<file path="config.mk">
export PLATFORM = sky130hd
export DESIGN_NAME = axis_frame_source
export DESIGN_NICKNAME = d
export VERILOG_FILES = /design/src/rtl/axis_frame_source.sv
export SDC_FILE = /design/constraint.sdc
export NUM_CORES = 1
export LEC_CHECK = 0
export BUFFER_PORTS_ARGS = -buffer_cell sky130_fd_sc_hd__buf_2
export CAP_MARGIN = 25
export CORE_MARGIN = 3
export CORE_UTILIZATION = 61
export CTS_CLUSTER_SIZE = 14
export DETAILED_ROUTE_END_ITERATION = 16
export PLACE_DENSITY = 0.84
export SLEW_MARGIN = 10
export SYNTH_ARGS = -nofsm -noshare
export SYNTH_HDL_FRONTEND = slang
export SYNTH_SLANG_ARGS = --single-unit
</file>
<file path="constraint.sdc">
create_clock -name aclk -period 9.06 [get_ports aclk]
set_input_delay 1.812 -clock aclk [delete_from_list [all_inputs] [get_ports aclk]]
set_output_delay 1.812 -clock aclk [all_outputs]
set_load 0.01 [all_outputs]
</file>
<file path="src/rtl/axis_frame_source.sv">
// rtl/axis_frame_source.sv - AXI4-Stream frame source reading words from a sync-read memory
module axis_frame_source #(
  parameter int TBITS  = 64,
  parameter int TBYTE  = 8,
  parameter int ADDR_W = 10,
  parameter int LEN_W  = 11
) (
  input  logic              aclk,
  input  logic              aresetn,
  input  logic              start,
  input  logic [ADDR_W-1:0] base_addr,
  input  logic [LEN_W-1:0]  frame_len,
  output logic              busy,
  output logic              done,
  output logic [LEN_W-1:0]  tx_count,
  output logic [1:0]        current_state,
  output logic              mem_en,
  output logic [ADDR_W-1:0] mem_addr,
  input  logic [TBITS-1:0]  mem_rdata,
  output logic              M_AXIS_TVALID,
  input  logic              M_AXIS_TREADY,
  output logic [TBITS-1:0]  M_AXIS_TDATA,
  output logic [TBYTE-1:0]  M_AXIS_TKEEP,
  output logic              M_AXIS_TLAST
);

  typedef enum logic [1:0] {
    S_IDLE  = 2'd0,
    S_FETCH = 2'd1,
    S_DRAIN = 2'd2,
    S_DONE  = 2'd3
  } state_t;

  state_t            state;
  logic [ADDR_W-1:0] base_q;
  logic [LEN_W-1:0]  len_q;
  logic [LEN_W-1:0]  issue_cnt;
  logic [LEN_W-1:0]  tx_cnt;
  logic              inflight;
  logic              inflight_last;

  logic [TBITS-1:0]  fifo_data [4];
  logic              fifo_last [4];
  logic [1:0]        wr_ptr;
  logic [1:0]        rd_ptr;
  logic [2:0]        fifo_count;

  logic              issue;
  logic              push;
  logic              pop;
  logic              tvalid;
  logic [ADDR_W-1:0] issue_lo;

  // Credit counts only registered occupancy plus the read in flight, so
  // TREADY never reaches the memory enable.
  assign tvalid   = (fifo_count != 3'd0);
  assign pop      = tvalid && M_AXIS_TREADY;
  assign push     = inflight;
  assign issue    = (state == S_FETCH) && (issue_cnt < len_q) &&
                    ((fifo_count + {2'b00, inflight}) < 3'd4);
  assign issue_lo = issue_cnt[ADDR_W-1:0];

  assign mem_en        = issue;
  assign mem_addr      = issue ? (base_q + issue_lo) : '0;
  assign busy          = (state != S_IDLE);
  assign done          = (state == S_DONE);
  assign current_state = state;
  assign tx_count      = tx_cnt;

  assign M_AXIS_TVALID = tvalid;
  assign M_AXIS_TDATA  = tvalid ? fifo_data[rd_ptr] : '0;
  assign M_AXIS_TLAST  = tvalid ? fifo_last[rd_ptr] : 1'b0;
  assign M_AXIS_TKEEP  = tvalid ? '1 : '0;

  always_ff @(posedge aclk) begin
    if (push) begin
      fifo_data[wr_ptr] <= mem_rdata;
      fifo_last[wr_ptr] <= inflight_last;
    end
  end

  always_ff @(posedge aclk) begin
    if (!aresetn) begin
      state         <= S_IDLE;
      base_q        <= '0;
      len_q         <= '0;
      issue_cnt     <= '0;
      tx_cnt        <= '0;
      inflight      <= 1'b0;
      inflight_last <= 1'b0;
      wr_ptr        <= '0;
      rd_ptr        <= '0;
      fifo_count    <= '0;
    end else begin
      inflight <= issue;
      if (issue) begin
        inflight_last <= (issue_cnt == len_q - LEN_W'(1));
        issue_cnt     <= issue_cnt + LEN_W'(1);
      end
      if (push) wr_ptr <= wr_ptr + 2'd1;
      if (pop) begin
        rd_ptr <= rd_ptr + 2'd1;
        tx_cnt <= tx_cnt + LEN_W'(1);
      end
      case ({push, pop})
        2'b10:   fifo_count <= fifo_count + 3'd1;
        2'b01:   fifo_count <= fifo_count - 3'd1;
        default: fifo_count <= fifo_count;
      endcase

      case (state)
        S_IDLE: begin
          if (start) begin
            base_q    <= base_addr;
            len_q     <= frame_len;
            issue_cnt <= '0;
            tx_cnt    <= '0;
            inflight  <= 1'b0;
            state     <= (frame_len != '0) ? S_FETCH : S_DONE;
          end
        end
        S_FETCH: begin
          if (issue && (issue_cnt == len_q - LEN_W'(1))) state <= S_DRAIN;
        end
        S_DRAIN: begin
          if ((tx_cnt == len_q) && (fifo_count == 3'd0)) state <= S_DONE;
        end
        S_DONE: state <= S_IDLE;
        default: state <= S_IDLE;
      endcase
    end
  end

endmodule
</file>
==> results of run 1 <==
==> cells by family after synthesis <==
group | after synthesis | synth area share [%]
compound gates | 75 | 4.00
fa+ha+maj | 35 | 3.36
mux | 68 | 11.1
flops | 316 | 66.3
xor+xnor | 54 | 3.51
buf+inv | 81 | 2.62
simple gates | 237 | 9.08
==> layout by cell type, fill, tap and decap left out, types with 3 or more instances in the layout <==
cell and instances:
nor2_1 37, clkbuf_16 30, nand2_1 62, a21o_1 6, and2_1 75, and3_1 4
mux2i_1 3, nor4_1 8, dfxtp_1 54, o21a_1 3, buf_4 7, buf_2 188
o211ai_1 4, xnor2_1 20, diode_2 5, clkinv_1 6, nand4_1 9, xor2_1 34
o21ai_0 9, and2_2 4, nand3_1 11, nor3_1 9, or3_1 6, mux4_2 65
bufinv_16 4, clkinv_2 5, edfxtp_1 260, a21boi_0 23, ha_1 33, a21oi_1 15
inv_1 27, clkbuf_1 5
==> worst register-to-register path: stages, from the launching register on <==
cell and delay (ps):
dfxtp_1 410, inv_1 140, ha_1 290, or4b_1 580, or3_1 350, a21o_1 190
a211oi_2 230, nand4_1 260, a2111o_1 470, o211a_1 130
==> where the power goes <==
part,total (W),internal [W],switching (W)
registers,0.00169,0.00163,0.0000522
clock network,0.00123,0.000719,0.000508
logic,0.000703,0.000334,0.000369
==> final cells by class <==
| cell class | instances | area [um^2] |
|---|---|---|
| clock buffers | 35 | 769 |
| clock inverters | 19 | 205 |
| fillers | 1316 | 5780 |
| inverters | 28 | 105 |
| well taps | 275 | 344 |
| multi-input cells | 469 | 4190 |
| diodes | 5 | 12.5 |
| flip-flops and latches | 316 | 8930 |
| repair buffers | 196 | 1020 |
==> metrics by stage <==
| step | hold slack [ps] | utilization, % | cells |
|---|---|---|---|
| finish | 470 | 73.0 | 1343 |
| floorplan | 448 | - | 866 |
| CTS | 476 | 72.8 | 1337 |
| global placement | 459 | 68.2 | 1283 |
| detailed placement | 465 | 68.2 | 1283 |
| global route | 495 | 72.9 | 1340 |
==> final timing paths <==
kind                                from  slack (ps)  cells after the start                             to
setup reg to reg   len_q[1]$_SDFFE_PN0P_        5910                      9  current_state[0]$_SDFFE_PN0P_
setup / recovery   len_q[1]$_SDFFE_PN0P_        4330                      9                    mem_addr[0]
hold / removal    base_q[3]$_SDFFE_PN0P_         470                      2         base_q[3]$_SDFFE_PN0P_
hold reg to reg   base_q[3]$_SDFFE_PN0P_         470                      2         base_q[3]$_SDFFE_PN0P_
==> state kept, by name (all words and copies together) (netlist names), named ones only <==
register	flops
wr_ptr	2
issue_cnt	11
current_state	2
fifo_count	3
tx_count	11
fifo_last	4
base_q	10
fifo_data	256
inflight_last	1
inflight	1
rd_ptr	2
len_q	11
==> per-layer routing <==
layer  share of wire (%)  wire length, um  GRT usage, %
met2                  51            13700          37.9
met3                 7.7             2090          4.50
met4                 2.0              529          5.80
met1                  40            10700          30.6
met5                0.15               41             0
==> results.py, run 1 <==
metrics = {
    "global_route": {
        "grt_max_degree": 66,
        "gr-total-overflow": 0,
        "grt_pass1_wl_mm": 42.8,
        "grt_usage_pct": 22.5,
        "grt_pass1_vias": 7660,
        "antenna_found_initial": 5,
    },
    "placement": {
        "preCtsSetupSlack_ps": 4860,
        "place_congestion": 0.813,
        "place_area_um2": 14600,
        "place_hpwl_mm": 16.5,
        "port_buffers": 188,
    },
    "finish": {
        "area_growth_pct": 15.7,
        "final_net_count": 1165,
        "final_area_um2": 15600,
        "drive_above_1_share_pct": 29.8,
    },
    "sta": {
        "fin_ws_ps": 4330,
        "fin_crit_ps": 4730,
        "max-slew-margin-rel_pct": 36.8,
        "min_period_over_period_pct": 52.2,
        "fin_tns_setup_ps": 0,
        "max_freq_mhz": 212,
        "drv_slew": 0,
        "rsz0062_at_grt": "no",
        "fin_skew_ps": 13.3,
        "tightestPinTransition_ps": 948,
        "finalHoldViolations": 0,
        "setup_viol_count_final": 0,
    },
    "detailed_routing": {
        "drtIter0Drc": 439,
        "wl_mm": 27.0,
        "route.detailed.drc": 0,
        "post_drt_wl_per_cell_um": 20.1,
        "drtPass1Iterations": 4,
        "vias": 7726,
        "via_per_inst": 5.75,
        "postRouteAntennaNets": 0,
    },
    "critical_path": {
        "crit_slowest_cell": "dfxtp_1",
        "worstPathRequired_ps": 7250,
        "crit_path_max_fanout": 13,
        "critical_path.top_delay_family": "simple AND/OR/NAND/NOR gates",
        "slowest_delay_ps": 520,
        "path_cells": "inv_1 -> ha_1 -> nor2b_1 -> o31ai_1 -> a21oi_1 -> or2_2 -> inv_2 -> and2_1 -> buf_2",
        "cp-start-kind": "flip-flop",
        "end_kind": "output port",
        "cp.buffers_inverters": 3,
        "crit_type": "reg -> out",
        "arrival_ps": 2920,
    },
    "die": {
        "io_pins": 189,
        "num_rows": 53,
        "initial_utilization_pct": 63.0,
        "die_h_um": 155,
        "design.die.area_um2": 23900,
        "core_um2": 21400,
        "die_x_um": 155,
    },
    "yosys": {
        "async_flop_share_pct": 0,
        "synth-main-ff-cell": "edfxtp_1",
        "yosys.area.top_type": "edfxtp_1",
        "synthesis.area_um2": 13500,
        "synth_cells": 866,
        "yosys_warnings": 0,
        "synth_seq_cells": 316,
        "yosys-top-cells-count": "260 x edfxtp_1, 79 x and2_1, 65 x mux4_2, 62 x nand2_1, 56 x dfxtp_1",
        "post-synth-top-area-fraction_pct": 58.0,
        "synth_edf_count": 260,
        "synthesis.nets": 990,
        "yosysMostFrequentCell": "edfxtp_1",
        "synth_cell_types": 52,
        "ys_seq_area_share_pct": 66.3,
        "avgSynthCellArea_um2": 15.5,
        "yosys-top-cells-area": "edfxtp_1 58%, mux4_2 11%, dfxtp_1 8.3%",
    },
    "clock_tree": {
        "clock_sinks": 316,
        "cts_tree": "yes",
        "cts_resized": 0,
        "root_buffer": "clkbuf_16",
        "path_clk_slew_ps": 60,
        "h-tree-depth": 1,
        "cts_setup_buffers": 0,
        "cts_hold_buffers": 0,
        "cts_buffers": 30,
        "worstSkewPairLatency_ps": 540,
        "clk_path_buf_depth": 3,
    },
    "pwr": {
        "peakVddDrop_mv": 0.135,
        "leakagePower_nw": 5.76,
        "power_density_nw_per_um2": 232,
        "finalPower_w": 0.00362,
    },
    "run_status": {
        "status": "complete, no violations",
    },
    "hold_path": {
        "min_path_type": "reg -> reg",
    },
    "flow_run": {
        "maxCapViolations": 0,
    },
}
No activity file was read; power rests on OpenSTA's default activity.
==> inputs of run 2 (changes only) <==
ABC_AREA = 1   (was unset)
CORE_UTILIZATION = 57   (was 61)
PLACE_DENSITY = 0.79   (was 0.84)
clock period = 4.4 ns   (was 9.06 ns; I/O delays follow)
==> run 2 against run 1 <==
Power increased by 140%. Clock-buffer cell count increased by 15. Synthesized area increased by 1.0%. Sequential power increased by 110%. Combinational power increased to 3.5 times the previous value.
==> results.py, run 2 <==
metrics = {
    "finish": {
        "final_core_util_pct": 68.2,
        "area_growth_pct": 15.6,
        "drive_above_1_share_pct": 18.5,
        "final_common_cell": "nor2_1",
        "final_net_count": 1578,
        "fin_cells": 1794,
        "mostFrequentLayoutCells": "325 x nor2_1, 260 x edfxtp_1, 188 x buf_2",
        "largest_reg_flops": 256,
        "largest-register": "fifo_data",
    },
    "detailed_routing": {
        "drtPass1Iterations": 5,
        "via_per_inst": 5.49,
        "wl_mm": 31.0,
        "drtIter0Drc": 872,
        "post_drt_wl_per_cell_um": 17.3,
        "postRouteAntennaNets": 0,
        "route.detailed.drc": 0,
        "vias": 9844,
    },
    "die": {
        "core_um2": 23100,
        "design.die.area_um2": 25800,
        "io_pins": 189,
        "die_x_um": 160,
        "num_rows": 55,
        "die_h_um": 160,
        "initial_utilization_pct": 59.0,
    },
    "clock_tree": {
        "cts_setup_buffers": 0,
        "clk_path_buf_depth": 3,
        "cts_hold_buffers": 0,
        "cts_tree": "yes",
        "clock_sinks": 316,
        "root_buffer": "clkbuf_16",
        "path_clk_slew_ps": 60,
        "cts_resized": 0,
        "cts_buffers": 30,
        "h-tree-depth": 1,
        "worstSkewPairLatency_ps": 550,
    },
    "sta": {
        "min_period_over_period_pct": 85.4,
        "whs_ps": 475,
        "drv_slew": 0,
        "fin_crit_ps": 3760,
        "finalHoldViolations": 0,
        "fin_ws_ps": 640,
        "fin_tns_setup_ps": 0,
        "rsz0062_at_grt": "no",
        "tightestPinTransition_ps": 889,
        "max_freq_mhz": 266,
        "fin_skew_ps": 20.0,
        "setup_viol_count_final": 0,
        "max-slew-margin-rel_pct": 40.7,
    },
    "yosys": {
        "yosys-top-cells-area": "edfxtp_1 57%, nor2_1 9.0%, dfxtp_1 8.2%",
        "yosys_warnings": 0,
        "ys_seq_area_share_pct": 65.6,
        "post-synth-top-area-fraction_pct": 57.4,
        "synthesis.area_um2": 13600,
        "yosys-top-cells-count": "325 x nor2_1, 260 x edfxtp_1, 174 x o21ai_0, 118 x a21oi_1, 90 x nand2_1",
        "synthesis.nets": 1413,
        "avgSynthCellArea_um2": 10.6,
        "synth_seq_cells": 316,
        "synth_edf_count": 260,
        "async_flop_share_pct": 0,
        "synth_cells": 1289,
        "yosysMostFrequentCell": "nor2_1",
        "synth_cell_types": 35,
        "synth-main-ff-cell": "edfxtp_1",
        "yosys.area.top_type": "edfxtp_1",
    },
    "placement": {
        "place_congestion": 0.902,
        "preCtsSetupSlack_ps": 1240,
        "port_buffers": 188,
        "placed_cells_incl_taps": 1735,
        "place_hpwl_mm": 19.3,
    },
    "hold_path": {
        "hold_depth": 2,
        "min_path_type": "reg -> reg",
        "min-delay-start": "rd_ptr[1]$_SDFFE_PN0P_",
    },
    "critical_path": {
        "regToRegSetupSlack_ps": 1960,
        "crit_type": "reg -> out",
        "cp-start-kind": "flip-flop",
        "worstRegToRegCells": 13,
        "reg2reg_to": "issue_cnt[8]$_SDFF_PN0_",
        "arrival_ps": 2880,
        "crit-reg2reg-launch": "len_q[8]$_SDFFE_PN0P_",
        "end_kind": "output port",
        "crit_path_max_fanout": 83,
        "worstPathRequired_ps": 3520,
    },
    "global_route": {
        "grt_pass1_wl_mm": 48.4,
        "antenna_found_initial": 6,
        "grt_pass1_vias": 9513,
        "grt_usage_pct": 23.2,
        "gr-total-overflow": 0,
        "grt_max_degree": 106,
    },
    "pwr": {
        "leakagePower_nw": 6.11,
        "power_density_nw_per_um2": 543,
        "peakVddDrop_mv": 0.412,
    },
    "flow_run": {
        "maxCapViolations": 0,
    },
    "run_status": {
        "status": "complete, no violations",
    },
}
## run 2: cell types whose count changed in the layout (fill, tap and decap cells not counted), sizes merged, moves of 17 or more
| cell | change |
|---|---|
| nor2 | +299 |
| o21ai | +172 |
| a21oi | +104 |
| and2 | -79 |
| mux4 | -65 |
| inv | +35 |
| nand2 | +34 |
| a21boi | -23 |
| xor2 | -17 |
## run 2: report_power, final
group | switching [W] | internal [W] | total [W]
logic | 0.00164 | 0.000811 | 0.00245
clock network | 0.00103 | 0.00145 | 0.00248
registers | 0.000164 | 0.00345 | 0.00361
total | 0.00284 | 0.00571 | 0.00855
## run 2: area by class of cell
type,count,area (um^2)
inverters,65,245
multi-input cells,840,4130
well taps,313,392
diodes,3,7.51
clock inverters,6,92.6
fillers,1718,7320
flip-flops and latches,316,8930
repair buffers,201,1060
clock buffers,50,866
## run 2: routing by layer
| layer | part of all wire, % | track usage [%] | up-vias |
|---|---|---|---|
| met4 | 2.4 | 7.18 | 8 |
| met2 | 49 | 39.9 | 377 |
| li1 | - | - | 4771 |
| met3 | 7.1 | 3.87 | 69 |
| met5 | 0.15 | 0 | - |
| met1 | 41 | 30.3 | 4619 |
## run 2: worst max-delay path by stage
| stage | from | end | depth (start not counted) |
|---|---|---|---|
| after floorplan | issue_cnt[0]$_SDFF_PN0_ | mem_addr[8] | 11 |
| after global placement | flip-flop | M_AXIS_TDATA[61] | 6 |
| after detailed placement | flip-flop | M_AXIS_TDATA[39] | 6 |
| after CTS | flip-flop | M_AXIS_TDATA[39] | 6 |
| after global routing | flip-flop | M_AXIS_TDATA[58] | 6 |
| final | flip-flop | M_AXIS_TDATA[39] | 6 |
## run 2: kinds of logic (layout without fill, tap and decap cells)
kind of cell / Yosys count / after routing / synth area share, %
and+or+nand+nor: 480 / 480 / 14.3
DFF: 316 / 316 / 65.6
AOI/OAI and AO/OA: 304 / 304 / 11.3
buffers and inverters: 133 / 322 / 3.99
adders and majority gates: 35 / 35 / 3.33
xor gates and xnor gates: 21 / 21 / 1.35
other: 0 / 3 / 0
## run 2: worst max-delay path, stage by stage (launching register included)
cell     delay, ps
dfxtp_4        680
buf_4          760
nor2_1         120
nor2_1         160
o21ai_0        110
a21oi_1        240
buf_2          180
## run 2: per-stage QoR
stage / power, W / cell area, um^2
2_1_floorplan: 0.00530 / 13600
3_5_place_dp: 0.00612 / 14800
6_report: 0.00855 / 15700
4_1_cts: 0.00859 / 15700
5_1_grt: 0.00901 / 15700
3_3_place_gp: 0.00606 / 14800
